<file path="src/rtl/price_pkg.sv">
`default_nettype none
// ============================================================================
// Module      : price_pkg
// Description : Shared types and arithmetic helpers for the price accumulator.
// Revision    : 1.0 - initial release
// ============================================================================
package price_pkg;

  // Transaction state: nothing accepted yet, accumulating, final total held.
  typedef enum logic [1:0] {
    S_IDLE = 2'd0,
    S_ACC  = 2'd1,
    S_DONE = 2'd2
  } state_t;

  // Operand width of the helpers; callers zero-extend into it and cast back.
  localparam int unsigned c_OP_W = 64;

  // Unsigned add clamped to (2^width - 1). Valid for width < c_OP_W.
  function automatic logic [c_OP_W-1:0] sat_add(
    input logic [c_OP_W-1:0] a,
    input logic [c_OP_W-1:0] b,
    input int unsigned       width
  );
    logic [c_OP_W:0]   sum;
    logic [c_OP_W-1:0] max_val;
    sum     = {1'b0, a} + {1'b0, b};
    max_val = (64'd1 << width) - 64'd1;
    if (sum > {1'b0, max_val}) begin
      sat_add = max_val;
    end else begin
      sat_add = sum[c_OP_W-1:0];
    end
  endfunction

  // True when the unclamped sum would exceed (2^width - 1).
  function automatic logic add_ovf(
    input logic [c_OP_W-1:0] a,
    input logic [c_OP_W-1:0] b,
    input int unsigned       width
  );
    logic [c_OP_W:0]   sum;
    logic [c_OP_W-1:0] max_val;
    sum     = {1'b0, a} + {1'b0, b};
    max_val = (64'd1 << width) - 64'd1;
    add_ovf = (sum > {1'b0, max_val});
  endfunction

endpackage
`default_nettype wire

</file>
<file path="src/rtl/price_mult_stage.sv">
`default_nettype none
// ============================================================================
// Module      : price_mult_stage
// Description : Two registered stages: operand capture, then full-width
//               unsigned price x quantity product. Flush drops both stages.
// Revision    : 1.0 - initial release
// ============================================================================
module price_mult_stage
  import price_pkg::*;
#(
  parameter int unsigned PRICE_W = 4,
  parameter int unsigned NUM_W   = 4
) (
  input  logic                       clk,
  input  logic                       rst,
  input  logic                       flush_i,
  input  logic                       valid_i,
  input  logic [PRICE_W-1:0]         price_i,
  input  logic [NUM_W-1:0]           num_i,
  output logic                       s1_valid_o,
  output logic                       valid_o,
  output logic [PRICE_W+NUM_W-1:0]   product_o
);

  localparam int unsigned c_PROD_W = PRICE_W + NUM_W;

  logic [PRICE_W-1:0]  price_q, price_d;
  logic [NUM_W-1:0]    num_q,   num_d;
  logic                s1_valid_q, s1_valid_d;
  logic [c_PROD_W-1:0] prod_q,  prod_d;
  logic                s2_valid_q, s2_valid_d;

  // Next-state: capture operands on accept, multiply whatever stage 1 holds.
  // The product register holds its last value so item_total stays visible.
  always_comb begin
    price_d    = price_q;
    num_d      = num_q;
    s1_valid_d = 1'b0;
    prod_d     = prod_q;
    s2_valid_d = 1'b0;
    if (flush_i) begin
      price_d = '0;
      num_d   = '0;
      prod_d  = '0;
    end else begin
      if (valid_i) begin
        price_d    = price_i;
        num_d      = num_i;
        s1_valid_d = 1'b1;
      end
      if (s1_valid_q) begin
        prod_d     = c_PROD_W'(price_q) * c_PROD_W'(num_q);
        s2_valid_d = 1'b1;
      end
    end
  end

  // Stage registers with synchronous reset.
  always_ff @(posedge clk) begin
    if (rst) begin
      price_q    <= '0;
      num_q      <= '0;
      s1_valid_q <= 1'b0;
      prod_q     <= '0;
      s2_valid_q <= 1'b0;
    end else begin
      price_q    <= price_d;
      num_q      <= num_d;
      s1_valid_q <= s1_valid_d;
      prod_q     <= prod_d;
      s2_valid_q <= s2_valid_d;
    end
  end

  assign s1_valid_o = s1_valid_q;
  assign valid_o    = s2_valid_q;
  assign product_o  = prod_q;

endmodule
`default_nettype wire

</file>
<file path="src/rtl/price_accumulator.sv">
`default_nettype none
// ============================================================================
// Module      : price_accumulator
// Description : Pipelined price x quantity totaliser with saturating running
//               total, item counter and checkout/drain state machine.
// Revision    : 1.0 - initial release
// ============================================================================
module price_accumulator
  import price_pkg::*;
#(
  parameter int unsigned PRICE_W   = 4,
  parameter int unsigned NUM_W     = 4,
  parameter int unsigned TOTAL_W   = 12,
  parameter int unsigned MAX_ITEMS = 8
) (
  input  logic                             clk,
  input  logic                             rst,
  input  logic                             clr,
  input  logic                             in_valid,
  input  logic [PRICE_W-1:0]               price,
  input  logic [NUM_W-1:0]                 num,
  output logic                             in_ready,
  input  logic                             checkout,
  output logic [PRICE_W+NUM_W-1:0]         item_total,
  output logic [TOTAL_W-1:0]               total,
  output logic [$clog2(MAX_ITEMS+1)-1:0]   item_cnt,
  output logic                             overflow,
  output logic                             busy,
  output logic                             done
);

  localparam int unsigned       c_CNT_W   = $clog2(MAX_ITEMS + 1);
  localparam int unsigned       c_PROD_W  = PRICE_W + NUM_W;
  localparam logic [c_CNT_W-1:0] c_MAX_CNT = c_CNT_W'(MAX_ITEMS);
  localparam logic [c_CNT_W-1:0] c_CNT_ONE = c_CNT_W'(1);

  state_t               state_q,   state_d;
  logic [TOTAL_W-1:0]   total_q,   total_d;
  logic [c_CNT_W-1:0]   cnt_q,     cnt_d;
  logic                 ovf_q,     ovf_d;
  logic                 ck_pend_q, ck_pend_d;
  logic                 done_q,    done_d;

  logic                 w_in_ready;
  logic                 w_accept;
  logic                 w_s1_valid;
  logic                 w_s2_valid;
  logic [c_PROD_W-1:0]  w_item_total;
  logic [TOTAL_W-1:0]   w_sat_sum;
  logic                 w_sum_ovf;

  // Ready depends on registers only so the front end sees no comb path.
  assign w_in_ready = (state_q != S_DONE) && !ck_pend_q && (cnt_q < c_MAX_CNT);
  assign w_accept   = in_valid && w_in_ready && !clr;

  price_mult_stage #(
    .PRICE_W (PRICE_W),
    .NUM_W   (NUM_W)
  ) u_mult (
    .clk        (clk),
    .rst        (rst),
    .flush_i    (clr),
    .valid_i    (w_accept),
    .price_i    (price),
    .num_i      (num),
    .s1_valid_o (w_s1_valid),
    .valid_o    (w_s2_valid),
    .product_o  (w_item_total)
  );

  assign w_sat_sum = TOTAL_W'(sat_add(64'(total_q), 64'(w_item_total), TOTAL_W));
  assign w_sum_ovf = add_ovf(64'(total_q), 64'(w_item_total), TOTAL_W);

  // Next-state: clear wins over everything; checkout completes once drained.
  always_comb begin
    state_d   = state_q;
    total_d   = total_q;
    cnt_d     = cnt_q;
    ovf_d     = ovf_q;
    ck_pend_d = ck_pend_q;
    done_d    = 1'b0;
    if (clr) begin
      state_d   = S_IDLE;
      total_d   = '0;
      cnt_d     = '0;
      ovf_d     = 1'b0;
      ck_pend_d = 1'b0;
    end else begin
      if (w_accept) begin
        cnt_d = cnt_q + c_CNT_ONE;
        if (state_q == S_IDLE) begin
          state_d = S_ACC;
        end
      end
      if (w_s2_valid) begin
        total_d = w_sat_sum;
        if (w_sum_ovf) begin
          ovf_d = 1'b1;
        end
      end
      if (checkout && (state_q != S_DONE)) begin
        ck_pend_d = 1'b1;
      end
      if (ck_pend_q && !w_s1_valid && !w_s2_valid) begin
        state_d   = S_DONE;
        done_d    = 1'b1;
        ck_pend_d = 1'b0;
      end
    end
  end

  // State and accumulator registers with synchronous reset.
  always_ff @(posedge clk) begin
    if (rst) begin
      state_q   <= S_IDLE;
      total_q   <= '0;
      cnt_q     <= '0;
      ovf_q     <= 1'b0;
      ck_pend_q <= 1'b0;
      done_q    <= 1'b0;
    end else begin
      state_q   <= state_d;
      total_q   <= total_d;
      cnt_q     <= cnt_d;
      ovf_q     <= ovf_d;
      ck_pend_q <= ck_pend_d;
      done_q    <= done_d;
    end
  end

  assign in_ready   = w_in_ready;
  assign item_total = w_item_total;
  assign total      = total_q;
  assign item_cnt   = cnt_q;
  assign overflow   = ovf_q;
  assign busy       = w_s1_valid | w_s2_valid | ck_pend_q;
  assign done       = done_q;

endmodule
`default_nettype wire
</file>
<file path="config.mk">
export PLATFORM = sky130hd
export DESIGN_NAME = price_accumulator
export DESIGN_NICKNAME = d
export VERILOG_FILES = /design/src/rtl/price_pkg.sv /design/src/rtl/price_mult_stage.sv /design/src/rtl/price_accumulator.sv
export SDC_FILE = /design/constraint.sdc
export NUM_CORES = 1
export LEC_CHECK = 0
export CAP_MARGIN = 20
export CORE_MARGIN = 4
export CORE_UTILIZATION = 35
export DETAILED_ROUTE_END_ITERATION = 7
export GPL_TIMING_DRIVEN = 0
export SYNTH_ARGS = -nofsm -noshare
export SYNTH_HDL_FRONTEND = slang
export SYNTH_HIERARCHICAL = 1
export SYNTH_SLANG_ARGS = --single-unit
</file>
<file path="constraint.sdc">
create_clock -name clk -period 3.35 [get_ports clk]
set_clock_uncertainty 0.2 [all_clocks]
set_input_delay 0.335 -clock clk [delete_from_list [all_inputs] [get_ports clk]]
set_output_delay 0.335 -clock clk [all_outputs]
set_load 0.03 [all_outputs]
</file>
==> reports/metrics.csv, run 1 <==
metric,value,unit
outcome,finished clean,
max_cap viols,0,
remaining antenna violation count,0,
Total Die Area,7838,um^2
hold path depth,2,
via count of the first global-routing pass,1780,
Max IR drop VDD,0.1896,mV
Mean Syn Cell Area,9.226,um^2
top_reg_cell synth,dfxtp_1,
fin. max-slew vios,0,
"Core Util, Final",0.4540,
die span in x,88.53,um
pre-CTS setup slack,0.2926,ns
H-tree depth,2,
WS Path Type,reg -> reg,
Reg-to-Reg Start,u_mult/price_q[0],
max incr delay on CP,0.54,ns
design area,2867,um^2
Reg2Reg Setup Slack,0.29,ns
Synth Cell Area,2270,um^2
DRC,0,
"commonest non-fill, non-tap cell in the layout",clkdlybuf4s50_1,
Nets,332,
post-synth cell types,47,
total congestion overflow,0,
1st-pass router iterations,4,
multi-input logic area,1403,um^2
register area,780.7,um^2
Initial Util,0.3595,
power per cell area,311.1,nW/um^2
P_leak,1.173,nW
port bufs,40,
WP buf/inv,1,
n_diodes,0,
worst hold path type,reg -> reg,
final worst path period share,0.9138,
RSZ-0062 raised after global routing,no,
clock sink count,39,
clk buf depth,2,
synthesized instance count,246,
family with the most delay on the worst path,adder cells,
gr usage total,0.1322,
Worst-Margin Slew,0.6420,ns
Worst setup EP type,register,
DRT iter0 DRCs,54,
Setup TNS,0,ns
Final min period,3.061,ns
share of post-route cells with drive strength above 1,0.07483,
CP max-delay cell,fa_1,
first-pass GRT wire length,8259,um
I/O Pins,41,
hold_ws,0.2475,ns
FP Rows,29,
f_max,326.7,MHz
Clock Latency Late Sink,0.28,ns
most frequent cells in the layout,"clkdlybuf4s50_1, dfxtp_1, nor2_1",
final hold violation count,0,
final setup vio count,0,
crit-path cells,"nand2_1, fa_1, inv_1, fa_1, fa_1, a21o_1, a2111o_1, o211ai_1",
vias per cell,5.100,
Slew HR,0.5704,
number of synthesized flops with an enable pin,0,
final wirelength,4789,um
DR WL/cell,12.91,um
CTS Buf Count,5,
Setup crit start kind,register,
CP required,3.36,ns
r2r endpoint,u_mult/product_o[6],
via count,1892,
crit path DAT,3.07,ns
die height,88.53,um
CORE AREA,6314,um^2
# fillers,637,
Post-Syn Nets,285,
area grow syn2layout,26.30,%
"Async S/R FF share, synth",0,
Worst Reg-to-Reg Cells,8,
Root Buffer,clkbuf_8,
crit-path max FO,5,
hold_buf cts,0,
CTS tree,yes,
Synth Register Bits,39,
"Seq/Total Area, Yosys",0.3440,
placed cell areas,2766,um^2
largest net degree at the start of global routing,12,
clock-pin slew on the worst setup and hold paths,0.08,ns
global placement routability congestion,0.7616,
Hold Path End,overflow,
setup ws final,0.2886,ns
Final HPWL DP,3686,um
"Setup Fix Bufs, Post-CTS",0,
post-CTS sizing,0,
antenna violations before repair,0,
hold path start,overflow,
warnings from Yosys,6,
CP dominant cell by count,fa_1,
## cells by family (layout without fill, tap and decap cells)
| group | Yosys count | count (layout) | synth area share |
|---|---|---|---|
| buffers and inverters | 19 | 67 | 0.03804 |
| flip-flops | 39 | 39 | 0.3440 |
| AO/OA/AOI/OAI | 58 | 58 | 0.1825 |
| adder cells (fa/ha/maj) | 26 | 26 | 0.1599 |
| AND/OR/NAND/NOR | 81 | 81 | 0.1803 |
| multiplexers | 12 | 12 | 0.05292 |
| XOR/XNOR | 11 | 11 | 0.04245 |
## worst register-to-register path, stage by stage (launching register included)
cell	delay (ns)
dfxtp_1	0.39
nand2_1	0.10
fa_1	0.54
inv_1	0.06
fa_1	0.52
fa_1	0.48
a21o_1	0.21
a2111o_1	0.40
o211ai_1	0.10
## flip-flops by register name (all words and copies together) (netlist names)
| signal | count |
|---|---|
| total | 12 |
| u_mult/product_o | 8 |
| item_cnt | 4 |
| u_mult/num_q | 4 |
| u_mult/price_q | 4 |
| state_q | 2 |
| ck_pend_q | 1 |
| done | 1 |
| overflow | 1 |
| u_mult/s1_valid_o | 1 |
| u_mult/valid_o | 1 |
## stage by stage
stage / power [mW] / std cells
floorplan: 0.5250 / 246
finish: 0.8918 / 371
detailed placement: 0.5566 / 363
global route: 0.9409 / 371
global placement: 0.5558 / 363
CTS: 0.9076 / 371
## area by class of cell
cell class	instances	share of cell area
Multi-Input combinational cell	188	0.4893
Sequential cell	39	0.2724
Timing Repair Buffer	40	0.1397
Clock buffer	8	0.03492
Tap cell	77	0.03361
Buffer	8	0.01571
Inverter	11	0.01440
## synthesized netlist by cell type, types with 3 or more instances
| cell type | count | area share |
|---|---|---|
| dfxtp_1 | 39 | 0.34 |
| nor2_1 | 27 | 0.045 |
| ha_1 | 21 | 0.12 |
| and2_1 | 16 | 0.044 |
| mux2i_1 | 12 | 0.053 |
| nand2_1 | 12 | 0.020 |
| inv_1 | 11 | 0.018 |
| o21ai_0 | 11 | 0.024 |
| a21oi_1 | 9 | 0.020 |
| a31oi_1 | 9 | 0.025 |
| xor2_1 | 7 | 0.027 |
| nor3_1 | 6 | 0.013 |
| fa_1 | 5 | 0.044 |
| o211ai_1 | 5 | 0.017 |
| a21o_1 | 4 | 0.013 |
| nand3_1 | 4 | 0.0088 |
| xnor2_1 | 4 | 0.015 |
| a211oi_1 | 3 | 0.0099 |
| buf_2 | 3 | 0.0066 |
| clkbuf_1 | 3 | 0.0050 |
| nand2b_1 | 3 | 0.0083 |
| nand3b_1 | 3 | 0.0099 |
## per-layer routing
metal  wire length [um]  global-route usage  vias up  part of all wire
met4                 31             0.04396        0            0.0065
met3                192             0.02514        2             0.040
met5                  0                   0        -                 0
li1                   -                   -      974                 -
met2               2127              0.2101       26              0.44
met1               2437              0.1806      890              0.51
## worst max path at each step
stage | from | end | slack (ns) | cells past startpoint
after floorplan | u_mult/price_q[0] | u_mult/product_o[6] | 0.43 | 8
after global placement | u_mult/price_q[0] | u_mult/product_o[6] | 0.29 | 8
after detailed placement | u_mult/price_q[0] | u_mult/product_o[6] | 0.29 | 8
after CTS | u_mult/price_q[0] | u_mult/product_o[6] | 0.26 | 8
after global routing | u_mult/price_q[0] | u_mult/product_o[7] | 0.15 | 8
final | u_mult/price_q[0] | u_mult/product_o[6] | 0.29 | 8
## report_power, final
group / total (mW) / internal [mW] / leakage [nW] / switching, mW
sequential: 0.475 / 0.469 / 0.315 / 0.00564
combinational: 0.0698 / 0.0347 / 0.806 / 0.0350
clock: 0.347 / 0.188 / 0.0515 / 0.159
(Power assumes the default switching activity.)
==> run 2: changes to the inputs <==
Settings changed: CORE_ASPECT_RATIO set to 1.5.
==> reports/metrics.csv, run 2 (synthesized netlist as in run 1, its figures left out) <==
metric,value,unit,change
outcome,finished clean,,unchanged
design area,2844,um^2,was 2867 um^2
"commonest non-fill, non-tap cell in the layout",clkdlybuf4s50_1,,unchanged
metal1 wirelength,2212,um,was 2437 um
via count of the first global-routing pass,1875,,was 1780
power per cell area,301.0,nW/um^2,was 311.1 nW/um^2
FP Rows,35,,was 29
antenna violations before repair,0,,unchanged
hold path depth,2,,unchanged
Setup crit start kind,register,,unchanged
fin. max-slew vios,0,,unchanged
Reg2Reg Setup Slack,0.29,ns,about the same
met2 wire len,2488,um,was 2127 um
final wirelength,5008,um,was 4789 um
share of post-route cells with drive strength above 1,0.07143,,was 0.07483
Reg-to-Reg Start,u_mult/price_q[0],,unchanged
Max IR drop VDD,0.2310,mV,was 0.1896 mV
post-CTS sizing,0,,unchanged
Worst setup EP type,register,,unchanged
vias per cell,5.152,,was 5.100
Initial Util,0.3650,,was 0.3595
CORE AREA,6218,um^2,was 6314 um^2
r2r endpoint,u_mult/product_o[6],,unchanged
1st-pass router iterations,4,,unchanged
n_diodes,0,,unchanged
remaining antenna violation count,0,,unchanged
register area,780.7,um^2,unchanged
RSZ-0062 raised after global routing,no,,unchanged
family with the most delay on the worst path,adder cells,,unchanged
Met3 Routed Length,240,um,was 192 um
worst hold path type,reg -> reg,,unchanged
crit-path max FO,5,,unchanged
crit-path cells,"nand2_1, fa_1, inv_1, fa_1, fa_1, a21o_1, a2111o_1, o211ai_1",,unchanged
top layer in use,met4,,unchanged
DR WL/cell,13.61,um,was 12.91 um
Comb power frac,0.083,,was 0.078
CP max-delay cell,fa_1,,unchanged
max incr delay on CP,0.53,ns,was 0.54 ns
H-tree depth,2,,unchanged
"Setup Fix Bufs, Post-CTS",0,,unchanged
DRC,0,,unchanged
port bufs,40,,unchanged
first-pass GRT wire length,8659,um,was 8259 um
placed cell areas,2763,um^2,was 2766 um^2
Overall Power,0.8560,mW,was 0.8918 mW
# fillers,641,,was 637
area grow syn2layout,25.30,%,was 26.30%
max_cap viols,0,,unchanged
WS Path Type,reg -> reg,,unchanged
most frequent cells in the layout,"clkdlybuf4s50_1, dfxtp_1, nor2_1",,unchanged
clock-pin slew on the worst setup and hold paths,0.08,ns,about the same
largest net degree at the start of global routing,12,,unchanged
Nets,332,,unchanged
CTS Buf Count,5,,unchanged
Total Die Area,7864,um^2,was 7838 um^2
hold path start,overflow,,unchanged
Final HPWL DP,3803,um,was 3686 um
Setup TNS,0,ns,unchanged
CTS tree,yes,,unchanged
via count,1896,,was 1892
Hold Path End,overflow,,unchanged
P_leak,1.163,nW,was 1.173 nW
hold_buf cts,0,,unchanged
Final min period,3.061,ns,about the same
sw frac,0.2406,,was 0.2243
hold_ws,0.2488,ns,was 0.2475 ns
I/O Pins,41,,unchanged
sequential share of power,0.554,,was 0.532
Slew HR,0.5903,,was 0.5704
CP required,3.37,ns,was 3.36 ns
multi-input logic area,1403,um^2,unchanged
DRT iter0 DRCs,95,,was 54
Sw Pwr,0.2060,mW,was 0.2000 mW
gr usage total,0.1382,,was 0.1322
internal power,0.6500,mW,was 0.6918 mW
Root Buffer,clkbuf_8,,unchanged
die span in x,73.75,um,was 88.53 um
global placement routability congestion,0.7800,,was 0.7616
f_max,326.7,MHz,about the same
clock sink count,39,,unchanged
Clock Latency Late Sink,0.29,ns,was 0.28 ns
final worst path period share,0.9137,,was 0.9138
final hold violation count,0,,unchanged
Worst Reg-to-Reg Cells,8,,unchanged
Worst-Margin Slew,0.6122,ns,was 0.6420 ns
clock network fraction of total power,0.363,,was 0.390
die height,106.6,um,was 88.53 um
"Core Util, Final",0.4573,,was 0.4540
Largest register FFs,12,,unchanged
final setup vio count,0,,unchanged
clk buf depth,2,,unchanged
crit path DAT,3.08,ns,was 3.07 ns
total congestion overflow,0,,unchanged
WP buf/inv,1,,unchanged
CP dominant cell by count,fa_1,,unchanged
==> run 2: layout make-up <==
type / instances / area share
Inverter: 11 / 0.01452
Clock inverter: 1 / 0.001760
Tap cell: 74 / 0.03256
Multi-Input combinational cell: 188 / 0.4932
Clock buffer: 7 / 0.02684
Buffer: 8 / 0.01584
Timing Repair Buffer: 40 / 0.1408
Sequential cell: 39 / 0.2745
==> run 2: worst register-to-register path, delay by kind of cell, from the launching register on <==
| kind | cells | cell delay (ns) |
|---|---|---|
| adder cells (fa/ha/maj) | 3 | 1.55 |
| flip-flops | 1 | 0.39 |
| buffers and inverters | 1 | 0.05 |
| AND/OR/NAND/NOR | 1 | 0.10 |
| AO/OA/AOI/OAI | 3 | 0.71 |
==> run 2: worst max path at each step <==
stage               cells past startpoint  slack (ns)               from                   to
floorplan                               8        0.43  u_mult/price_q[0]  u_mult/product_o[6]
global placement                        8        0.30  u_mult/price_q[0]  u_mult/product_o[6]
detailed placement                      8        0.30    u_mult/num_q[3]  u_mult/product_o[6]
CTS                                     8        0.26    u_mult/num_q[3]  u_mult/product_o[7]
global route                            8        0.06    u_mult/num_q[3]  u_mult/product_o[7]
finish                                  8        0.29  u_mult/price_q[0]  u_mult/product_o[6]
==> run 2: metrics by stage <==
stage / instances / setup slack [ns]
final: 368 / 0.2891
after global routing: 368 / 0.05886
after CTS: 368 / 0.2633
after detailed placement: 360 / 0.2986
after global placement: 360 / 0.3000
after floorplan: 246 / 0.4269
==> run 2: power by group through the flow <==
| stage | sequential (mW) | clock (mW) | combinational (mW) |
|---|---|---|---|
| 2_1_floorplan | 0.488 | 0 | 0.0373 |
| 3_3_place_gp | 0.486 | 0 | 0.0708 |
| 3_5_place_dp | 0.486 | 0 | 0.0712 |
| 4_1_cts | 0.475 | 0.324 | 0.0716 |
| 5_1_grt | 0.476 | 0.347 | 0.0776 |
| 6_report | 0.475 | 0.311 | 0.0706 |
==> run 2: routing by layer <==
layer	vias to the layer above	global-route usage
met3	5	0.03002
met4	0	0.04145
met1	878	0.1690
met5	-	0
met2	41	0.2373
li1	972	-
==> run 3: changes to the inputs <==
Settings changed: CORE_ASPECT_RATIO 1.5 to 2.
==> reports/metrics.csv, run 3 (synthesized netlist as in run 1, its figures left out) <==
metric,value,unit,change
CORE AREA,6310,um^2,was 6218 um^2
Final Non-Filler Cells,380,,was 368
pre-CTS setup slack,0.3031,ns,was 0.2986 ns
largest net degree at the start of global routing,13,,was 12
Setup crit end,u_mult/product_o[6],,unchanged
clock-pin slew on the worst setup and hold paths,0.06,ns,was 0.08 ns
power per cell area,373.2,nW/um^2,was 301.0 nW/um^2
remaining antenna violation count,0,,unchanged
final wirelength,5171,um,was 5008 um
Setup TNS,0,ns,unchanged
Reg-to-Reg Start,u_mult/price_q[0],,unchanged
n_diodes,0,,unchanged
Nets,332,,unchanged
CTS tree,yes,,unchanged
FP Rows,41,,was 35
"Setup Fix Bufs, Post-CTS",0,,unchanged
DRT iter0 DRCs,48,,was 95
Worst Reg-to-Reg Cells,8,,unchanged
outcome,finished clean,,unchanged
H-tree depth,2,,unchanged
final hold violation count,0,,unchanged
WS Path Type,reg -> reg,,unchanged
total congestion overflow,0,,unchanged
via count,1904,,was 1896
r2r endpoint,u_mult/product_o[6],,unchanged
design area,2952,um^2,was 2844 um^2
Worst-Margin Slew,0.6387,ns,was 0.6122 ns
# fillers,634,,was 641
most frequent cells in the layout,"clkdlybuf4s50_1, dfxtp_1, nor2_1",,unchanged
die height,121.9,um,was 106.6 um
fin. max-slew vios,0,,unchanged
port bufs,40,,unchanged
gr usage total,0.1433,,was 0.1382
share of post-route cells with drive strength above 1,0.07823,,was 0.07143
die span in x,64.94,um,was 73.75 um
"commonest non-fill, non-tap cell in the layout",clkdlybuf4s50_1,,unchanged
global placement routability congestion,0.8103,,was 0.7800
f_max,324.9,MHz,was 326.7 MHz
Total Die Area,7915,um^2,was 7864 um^2
Slew HR,0.5726,,was 0.5903
CP required,3.35,ns,was 3.37 ns
multi-input logic area,1403,um^2,unchanged
DRC,0,,unchanged
max_cap viols,0,,unchanged
Final min period,3.078,ns,was 3.061 ns
Reg2Reg Setup Slack,0.27,ns,was 0.29 ns
Root Buffer,clkbuf_16,,was clkbuf_8
crit path launch,u_mult/price_q[0],,unchanged
Inst Count DP,372,,was 360
first-pass GRT wire length,8742,um,was 8659 um
I/O Pins,41,,unchanged
Largest register FFs,12,,unchanged
Overall Power,1.101,mW,was 0.8560 mW
Max IR drop VDD,0.2606,mV,was 0.2310 mV
clk buf depth,2,,unchanged
crit-path max FO,5,,unchanged
CTS Buf Count,5,,unchanged
register area,780.7,um^2,unchanged
Initial Util,0.3597,,was 0.3650
area grow syn2layout,30.04,%,was 25.30%
DR WL/cell,13.61,um,about the same
Worst setup EP type,register,,unchanged
worst hold path type,reg -> reg,,unchanged
crit path DAT,3.08,ns,about the same
1st-pass router iterations,4,,unchanged
via count of the first global-routing pass,1968,,was 1875
setup ws final,0.2717,ns,was 0.2891 ns
antenna violations before repair,0,,unchanged
final worst path period share,0.9189,,was 0.9137
final setup vio count,0,,unchanged
clock sink count,39,,unchanged
placed cell areas,2778,um^2,was 2763 um^2
vias per cell,5.011,,was 5.152
Clock Latency Late Sink,0.28,ns,was 0.29 ns
P_leak,1.208,nW,was 1.163 nW
hold_buf cts,0,,unchanged
Final HPWL DP,4052,um,was 3803 um
Setup crit start kind,register,,unchanged
post-CTS sizing,0,,unchanged
RSZ-0062 raised after global routing,no,,unchanged
[run 3: cell types whose count changed in the layout (fill, tap and decap cells not counted)]
cell       change
clkbuf_16      +5
bufinv_16      +1
clkbuf_1       -2
clkbuf_8       -4
[run 3: final cells by class]
class / instances / share of cell area
Timing Repair Buffer: 40 / 0.1357
Clock buffer: 6 / 0.04705
Clock inverter: 2 / 0.01187
Sequential cell: 39 / 0.2645
Multi-Input combinational cell: 188 / 0.4752
Tap cell: 86 / 0.03646
Inverter: 11 / 0.01399
Buffer: 8 / 0.01526
[run 3: worst max-delay path, cell delays in order, from the launching register on]
cell and delay, ns:
dfxtp_1 0.39, nand2_1 0.10, fa_1 0.53, inv_1 0.05, fa_1 0.53, fa_1 0.49, a21o_1 0.21, a2111o_1 0.41
o211ai_1 0.09
[run 3: worst min path at each step]
stage                          from  endpoint  slack [ns]  depth (start not counted)
after floorplan           ck_pend_q      done        0.25                          2
final                      overflow  overflow        0.24                          2
after detailed placement   overflow  overflow        0.24                          2
after CTS                  overflow  overflow        0.25                          2
after global placement     overflow  overflow        0.23                          2
after global routing       overflow  overflow        0.26                          2
[run 3: through the flow]
| step | util | hold slack (ns) |
|---|---|---|
| after CTS | 0.4678 | 0.2456 |
| after detailed placement | 0.4402 | 0.2365 |
| final | 0.4678 | 0.2406 |
| after global placement | 0.4402 | 0.2327 |
| after global routing | 0.4678 | 0.2574 |
| after floorplan | - | 0.2534 |
[run 3: where the power goes]
group	internal (mW)	switching, mW	total [mW]
sequential	0.470	0.00586	0.476
combinational	0.0348	0.0358	0.0706
clock	0.370	0.185	0.555
total	0.875	0.227	1.10
[run 3: layer usage]
layer	share of wire	vias up	GRT usage
li1	-	973	-
met4	0.026	0	0.07815
met2	0.55	35	0.2765
met3	0.038	9	0.02860
met1	0.38	887	0.1355
met5	0	-	0
